[src/rtl/corr_pkg.sv]
// Shared types and constants for the back end of the fast correlation chain.
package corr_pkg;

    localparam int IDX_W = 14;

    typedef enum logic [1:0] {
        IDLE,
        ACTIVE,
        FLUSH,
        REPORT
    } peak_state_t;

    function automatic int CPLX_HALF(input int data_w);
        return data_w / 2;
    endfunction

endpackage

[src/rtl/cplx_mag_sq.sv]
// One-stage registered |x|^2 of a packed {im, re} sample, with valid and index carried alongside.
module cplx_mag_sq
    import corr_pkg::*;
#(
    parameter int DATA_W = 32
) (
    input  logic              aclk,
    input  logic              areset,
    input  logic [DATA_W-1:0] sample,
    input  logic              sample_valid,
    input  logic [IDX_W-1:0]  sample_index,
    output logic              mag_valid,
    output logic [IDX_W-1:0]  mag_index,
    output logic [DATA_W-1:0] mag
);

    localparam int HALF = CPLX_HALF(DATA_W);

    logic signed [DATA_W-1:0] re_ext;
    logic signed [DATA_W-1:0] im_ext;
    logic        [DATA_W-1:0] re_sq;
    logic        [DATA_W-1:0] im_sq;

    assign re_ext = {{HALF{sample[HALF-1]}}, sample[HALF-1:0]};
    assign im_ext = {{HALF{sample[DATA_W-1]}}, sample[DATA_W-1:HALF]};

    // Each square is at most 2^(DATA_W-2), so the sum of two never wraps.
    always_ff @(posedge aclk) begin
        if (areset) begin
            re_sq     <= '0;
            im_sq     <= '0;
            mag_index <= '0;
            mag_valid <= 1'b0;
        end else begin
            re_sq     <= re_ext * re_ext;
            im_sq     <= im_ext * im_ext;
            mag_index <= sample_index;
            mag_valid <= sample_valid;
        end
    end

    assign mag = re_sq + im_sq;

endmodule

[src/rtl/peak_search.sv]
// Frame-based |x|^2 peak tracker: reports max value, its index and a threshold flag at frame end.
module peak_search
    import corr_pkg::*;
#(
    parameter int NFFT   = 256,
    parameter int DATA_W = 32
) (
    input  logic              aclk,
    input  logic              areset,
    input  logic [12:0]       N1,
    input  logic [12:0]       N2,
    input  logic [DATA_W-1:0] threshold,
    input  logic              start,
    input  logic [DATA_W-1:0] indata_tdata,
    input  logic              indata_tvalid,
    output logic              indata_tready,
    output logic [DATA_W-1:0] peak_value,
    output logic [IDX_W-1:0]  peak_index,
    output logic              detect,
    output logic              done
);

    localparam logic [IDX_W-1:0] MAX_LEN = IDX_W'(NFFT);

    peak_state_t       state;
    logic [IDX_W-1:0]  count;
    logic [IDX_W-1:0]  last_idx;
    logic [IDX_W-1:0]  frame_len;
    logic [DATA_W-1:0] thresh;
    logic [DATA_W-1:0] max_val;
    logic [IDX_W-1:0]  max_idx;
    logic [DATA_W-1:0] mag;
    logic [IDX_W-1:0]  mag_index;
    logic              mag_valid;
    logic              flush_second;
    logic              handshake;

    assign handshake = indata_tvalid && indata_tready;

    // Frame length clamps to the FFT size so the index counter can never run past a real frame.
    always_comb begin
        frame_len = {1'b0, N1} + {1'b0, N2} - IDX_W'(1);
        if (frame_len > MAX_LEN) begin
            frame_len = MAX_LEN;
        end
    end

    cplx_mag_sq #(
        .DATA_W(DATA_W)
    ) u_mag (
        .aclk         (aclk),
        .areset       (areset),
        .sample       (indata_tdata),
        .sample_valid (handshake),
        .sample_index (count),
        .mag_valid    (mag_valid),
        .mag_index    (mag_index),
        .mag          (mag)
    );

    // Strict greater-than keeps the earliest index on ties; two flush cycles let the last
    // accepted sample clear both pipeline stages before the result is published.
    always_ff @(posedge aclk) begin
        if (areset) begin
            state         <= IDLE;
            indata_tready <= 1'b0;
            done          <= 1'b0;
            detect        <= 1'b0;
            peak_value    <= '0;
            peak_index    <= '0;
            count         <= '0;
            last_idx      <= '0;
            thresh        <= '0;
            max_val       <= '0;
            max_idx       <= '0;
            flush_second  <= 1'b0;
        end else begin
            done <= 1'b0;
            if (mag_valid && (mag > max_val)) begin
                max_val <= mag;
                max_idx <= mag_index;
            end
            case (state)
                IDLE: begin
                    if (start) begin
                        last_idx      <= frame_len - IDX_W'(1);
                        thresh        <= threshold;
                        max_val       <= '0;
                        max_idx       <= '0;
                        count         <= '0;
                        indata_tready <= 1'b1;
                        state         <= ACTIVE;
                    end
                end
                ACTIVE: begin
                    if (handshake) begin
                        count <= count + IDX_W'(1);
                        if (count == last_idx) begin
                            indata_tready <= 1'b0;
                            flush_second  <= 1'b0;
                            state         <= FLUSH;
                        end
                    end
                end
                FLUSH: begin
                    flush_second <= 1'b1;
                    if (flush_second) begin
                        peak_value <= max_val;
                        peak_index <= max_idx;
                        detect     <= (max_val > thresh);
                        done       <= 1'b1;
                        state      <= REPORT;
                    end
                end
                REPORT: begin
                    state <= IDLE;
                end
                default: begin
                    state <= IDLE;
                end
            endcase
        end
    end

endmodule
[config.mk]
export PLATFORM = sky130hd
export DESIGN_NAME = peak_search
export DESIGN_NICKNAME = d
export VERILOG_FILES = /design/src/rtl/corr_pkg.sv /design/src/rtl/cplx_mag_sq.sv /design/src/rtl/peak_search.sv
export SDC_FILE = /design/constraint.sdc
export NUM_CORES = 2
export LEC_CHECK = 0
export ABC_AREA = 1
export CELL_PAD_IN_SITES_DETAIL_PLACEMENT = 0
export CELL_PAD_IN_SITES_GLOBAL_PLACEMENT = 1
export CORE_UTILIZATION = 43
export DETAILED_ROUTE_END_ITERATION = 10
export PLACE_DENSITY = 0.87
export SLEW_MARGIN = 20
export SYNTH_ARGS = -nofsm -noshare
export SYNTH_HDL_FRONTEND = slang
export SYNTH_HIERARCHICAL = 1
export SYNTH_SLANG_ARGS = --single-unit
[constraint.sdc]
create_clock -name aclk -period 6.95 [get_ports aclk]
set_input_delay 1.39 -clock aclk [delete_from_list [all_inputs] [get_ports aclk]]
set_output_delay 1.39 -clock aclk [all_outputs]
set_load 0.02 [all_outputs]
=== Yosys cells after proc, flatten, opt, wreduce, memory -nomap -nowiden ===
Index checks and enable logic that the tools add are counted.

* Flip-flop bits (word level): 237
* Input port bits: 94
* Output and inout port bits: 49

* Add/subtract/negate cells: 5
* $mul: 2
* Magnitude comparators: 3
* Equality and inequality tests: 8
* Multiplexer cells: 21
* Bitwise logic cells: 1
* Reductions and logical operators: 12

{| class="wikitable"
|+ Operators with widths
! kind !! count
|-
| 32-bit two-way mux || 3
|-
| 14-bit two-way mux || 6
|-
| 32-bit > comparator || 2
|-
| 16-bit by 16-bit multiplier with 32-bit output || 2
|-
| 32-bit adder || 1
|-
| 14-bit one-hot mux with 2 select lines || 1
|-
| 14-bit by 1-bit subtractor with 14-bit output, second input constant || 2
|-
| 13-bit by 13-bit adder with 14-bit output || 1
|-
| 14-bit by 1-bit adder with 14-bit output, second input constant || 1
|-
| 14-bit == test || 1
|-
| 14-bit by 9-bit > comparator with 1-bit output, second input constant || 1
|-
| 2-bit two-way mux || 4
|-
| 2-bit one-hot mux with 4 select lines || 1
|-
| 4-bit AND reduction || 2
|-
| 2-bit inequality test, second input constant || 3
|-
| 3-bit AND reduction || 2
|-
| 2-bit == test, second input constant || 2
|-
| 1-bit two-way mux || 4
|-
| 1-bit one-hot mux with 2 select lines || 2
|-
| 2-bit AND reduction || 2
|-
| 2-bit nonzero test || 2
|-
| 2-bit by 1-bit == test with 1-bit output, second input constant || 1
|-
| 1-bit logical AND || 2
|-
| 2-bit logical NOT || 1
|-
| other kinds (3) || 3
|}

=== Logic depth before layout (Yosys ltp) ===
* Word-level depth: 6
* Depth in mapped cells: 28
* Mapped depth without buffers: 26

=== Cells and area by module ===
The synthesis kept the hierarchy.

{| class="wikitable"
|+ By module, submodules not included
! module !! times used !! cells each !! area an instance (µm²) !! seq. area each (µm²)
|-
| cplx_mag_sq || 1 || 3140 || 23520.1 || 1541.5
|-
| peak_search || 1 || 1198 || 8630.8 || 3163.0
|}

=== Worst setup path before layout ===
Ideal clock, no wire load.

* Kind: input-to-reg
* Start point: in indata_tdata[5]
* End point: reg u_mag.re_sq[28]
* Library setup time: 0.111 ns
* Data arrival time: 6.608 ns
* Required time: 6.839 ns
* Slack: 0.231 ns
* Stages on the path: 21
* Cell sequence: clkbuf_1 -> clkbuf_1 -> nand2_1 -> fa_1 -> inv_1 -> fa_1 -> fa_1 -> fa_1 -> fa_1 -> inv_1 -> fa_1 -> inv_1 -> ha_1 -> nand2_1 -> nor2_1 -> nand3_1 -> nor3_1 -> nand2_1 -> nand3_1 -> and2_1 -> nor2_1

* Cells in the longest elaborated chain, start to end: 1

{| class="wikitable"
|+ RTL lines
! element !! line !! source
|-
| start, declared || peak_search.sv:14 || <nowiki>input logic [DATA_W-1:0] indata_tdata,</nowiki>
|-
| 16-bit by 16-bit multiplier with 32-bit output || cplx_mag_sq.sv:35 || <nowiki>re_sq <= re_ext * re_ext;</nowiki>
|-
| end signal, assigned || cplx_mag_sq.sv:35 ||
|-
| end, declared || cplx_mag_sq.sv:21 || <nowiki>logic [DATA_W-1:0] re_sq;</nowiki>
|}

No other way between the ends.
A chain may end at the register's enable or synchronous reset.

=== Worst setup path after layout ===
* Start point: in indata_tdata[15]
* End point: reg u_mag.re_sq[31]

The elaborated chain is that of the path after synthesis.

==> flow_metrics.tcl <==
set metrics [dict create \
    grt_max_degree 91 \
    cp_slowest_cell "fa_1" \
    clk-insertion-delay-late_ns 0.54 \
    syn_nets 5205 \
    reg2regPathDepth 19 \
    slowest_delay_ns 0.63 \
    clock_skew_ns 0.0160 \
    hp-class "reg -> reg" \
    ys_seq_elements 235 \
    synth_common_cells "inv_1, nand2_1, fa_1" \
    io_pins 143 \
    routed_wl_mm 76.2 \
    crit_path_end_kind "flip-flop" \
    place.gp.congestion 0.924 \
    port_buffers 142 \
    yosysWarnings 6 \
    grtUsageMet2_pct 34.4 \
    setup_ws_ns 0.373 \
    cts_tree "done" \
    synth_edf_count 0 \
    report.final.slew_viol_count 0 \
    vias 26400 \
    synth_top_area_share_pct 29.2 \
    drive_gt1_share_pct 7.44 \
    hold_viol 0 \
    netlist_top_cells_area "fa_1, dfxtp_1, inv_1" \
    clkTransAtPathRegs_ns 0.06 \
    syn2layout_area_growth_pct 15.1 \
    wl_per_cell_um 13.7 \
    cts-resized-gates 0 \
    initialDrtViolationCount 1597 \
    outcome "finished clean" \
    coreArea_sq_um 73500 \
    grt_first_pass_wirelength_mm 130 \
    syn_inst 4338 \
    diodes 0 \
    grt_overflow_total 0 \
    fin_area_sq_um 37000 \
    synthFlopType "dfxtp_1" \
    track_usage_pct 20.8 \
    clock-sinks 235 \
    critPathArrivalTime_ns 7.00 \
    synth_top_area_cell "fa_1" \
    cp-start-kind "input port" \
    drt-pass1-iter-count 5 \
    cts_root_buf "clkbuf_16" \
    rr_startpoint "u_mag/re_sq[6]" \
    mappedNetlistArea_sq_um 32200 \
    setup_viol 0 \
    rsz0062_at_grt "no" \
    grt_pass1_vias 26600 \
    fmax_mhz 152 \
    crit_chain "clkdlybuf4s50_1 -> nand2_1 -> fa_1 -> inv_1 -> fa_1 -> buf_4 -> fa_1 -> inv_1 -> fa_1 -> fa_1 -> fa_1 -> inv_1 -> ha_1 -> nand2_1 -> nor3_1 -> and2_1 -> nand2_1 -> nand2_1 -> nand2_1 -> nand2_1 -> nor2_1" \
    synth_most_common_cell "inv_1" \
    drc_errors 0 \
    final_nets 5460 \
    r2r-end "max_val[22]" \
    rows 99 \
    hp-start "count[13]" \
    finalCritPeriodShare_pct 94.6 \
    finalCriticalPeriod_ns 6.58 \
    path_class "in -> reg" \
    syn_avg_cell_area_sq_um 7.41 \
    die_width_um 275 \
    r2r_slack_ns 2.68 \
    maxSlewHeadroom_pct 34.7 \
    clock_path_buffers 3 \
    async_reset_ff_share_pct 0 \
    holdWs_ns 0.418 \
    worstMarginPinSlew_ns 0.980 \
    avgViaCountPerCell 4.75 \
    min_to "u_mag/mag_index[13]" \
    fin_util_pct 50.4 \
    holdPathStages 2 \
    busiest_layer "met2" \
    grtUsageMet3_pct 1.48 \
    die_h_um 275 \
    cp_max_fo 6 \
    drv_cap 0 \
    postCtsHoldBufs 0 \
    dp.final_hpwl_mm 65.8 \
    required_ns 7.37 \
    seq_area_frac_synth_pct 14.6 \
    initial_core_util_pct 43.8 \
    ant_nets 0 \
    numCtsBuffers 26 \
    dp_slack_ns -0.213 \
    met1_usage_pct 30.2 \
    antenna_found_initial 0 \
    htree_levels 1 \
    dieArea_sq_um 75900 \
    cts_setup_buffers 0 \
    synth.distinct_cells 51 \
    placed_area_sq_um 36000 \
]
## layout make-up
type | count | area (sq um)
fill | 7213 | 36400
multi-input combinational | 2826 | 22600
sequential | 235 | 4700
inverter | 1161 | 4360
timing repair buffer | 343 | 3140
tap | 959 | 1200
clock buffer | 34 | 721
clock inverter | 13 | 241
## sequential cells by signal, summed over array words and instances, names as in the netlist, 31 cells and up
name         count
u_mag/re_sq     31
max_val         32
u_mag/im_sq     31
peak_value      32
thresh          32
## metal layers
| metal | vias to the layer above | wire length [um] |
|---|---|---|
| met1 | 12400 | 37200 |
| li1 | 13500 | - |
| met5 | - | 0 |
| met2 | 453 | 34800 |
| met3 | 80 | 2900 |
| met4 | 0 | 1250 |
## cells by family after synthesis
kind of cell	count (synthesis)	share of synthesized area, %
compound gates	522	8.88
flops	235	14.6
xor+xnor	51	1.39
simple gates	1480	19.1
buf+inv	1277	15.0
fa+ha+maj	773	41.0
## worst max path at each step
stage,endpoint,start
detailed placement,u_mag/re_sq[31],indata_tdata[15]
floorplan,u_mag/re_sq[28],indata_tdata[5]
finish,u_mag/re_sq[31],indata_tdata[15]
CTS,u_mag/re_sq[31],indata_tdata[15]
global route,u_mag/re_sq[28],indata_tdata[15]
global placement,u_mag/re_sq[31],indata_tdata[15]
## through the flow
step	TNS, ns	instances
after floorplan	0	4338
after global placement	-0.465	5524
after detailed placement	-1.52	5524
after CTS	0	5571
after global routing	0	5571
final	0	5571
## cells in the final DEF, fill, tap and decap left out, drive strengths merged, types with 3 or more instances in the layout
cell           instances
a211oi                 3
fa                   469
buf                  202
clkinv                 8
o22ai                  3
nand2                925
xor2                  44
a21oi                256
dfxtp                235
o21ai                188
clkbuf                34
clkdlybuf4s50        141
and2                   8
nor3                  34
a31o                   4
bufinv                 6
a21o                   7
o21bai                26
a31oi                  3
o221ai                 3
nand4                 32
xnor2                  7
inv                 1158
o211ai                 6
o21a                  13
nand3b                 9
nor4                   5
nand3                127
nor2                 332
or2                    8
ha                   304
## worst max-delay path, delay by kind of cell
kind | cells | cell delay, ns
simple gates | 9 | 0.92
buf+inv | 5 | 1.02
fa+ha+maj | 7 | 3.66
Power is not shown: default switching activity piles up to over one toggle a cycle in this logic, so the estimate is an artifact.
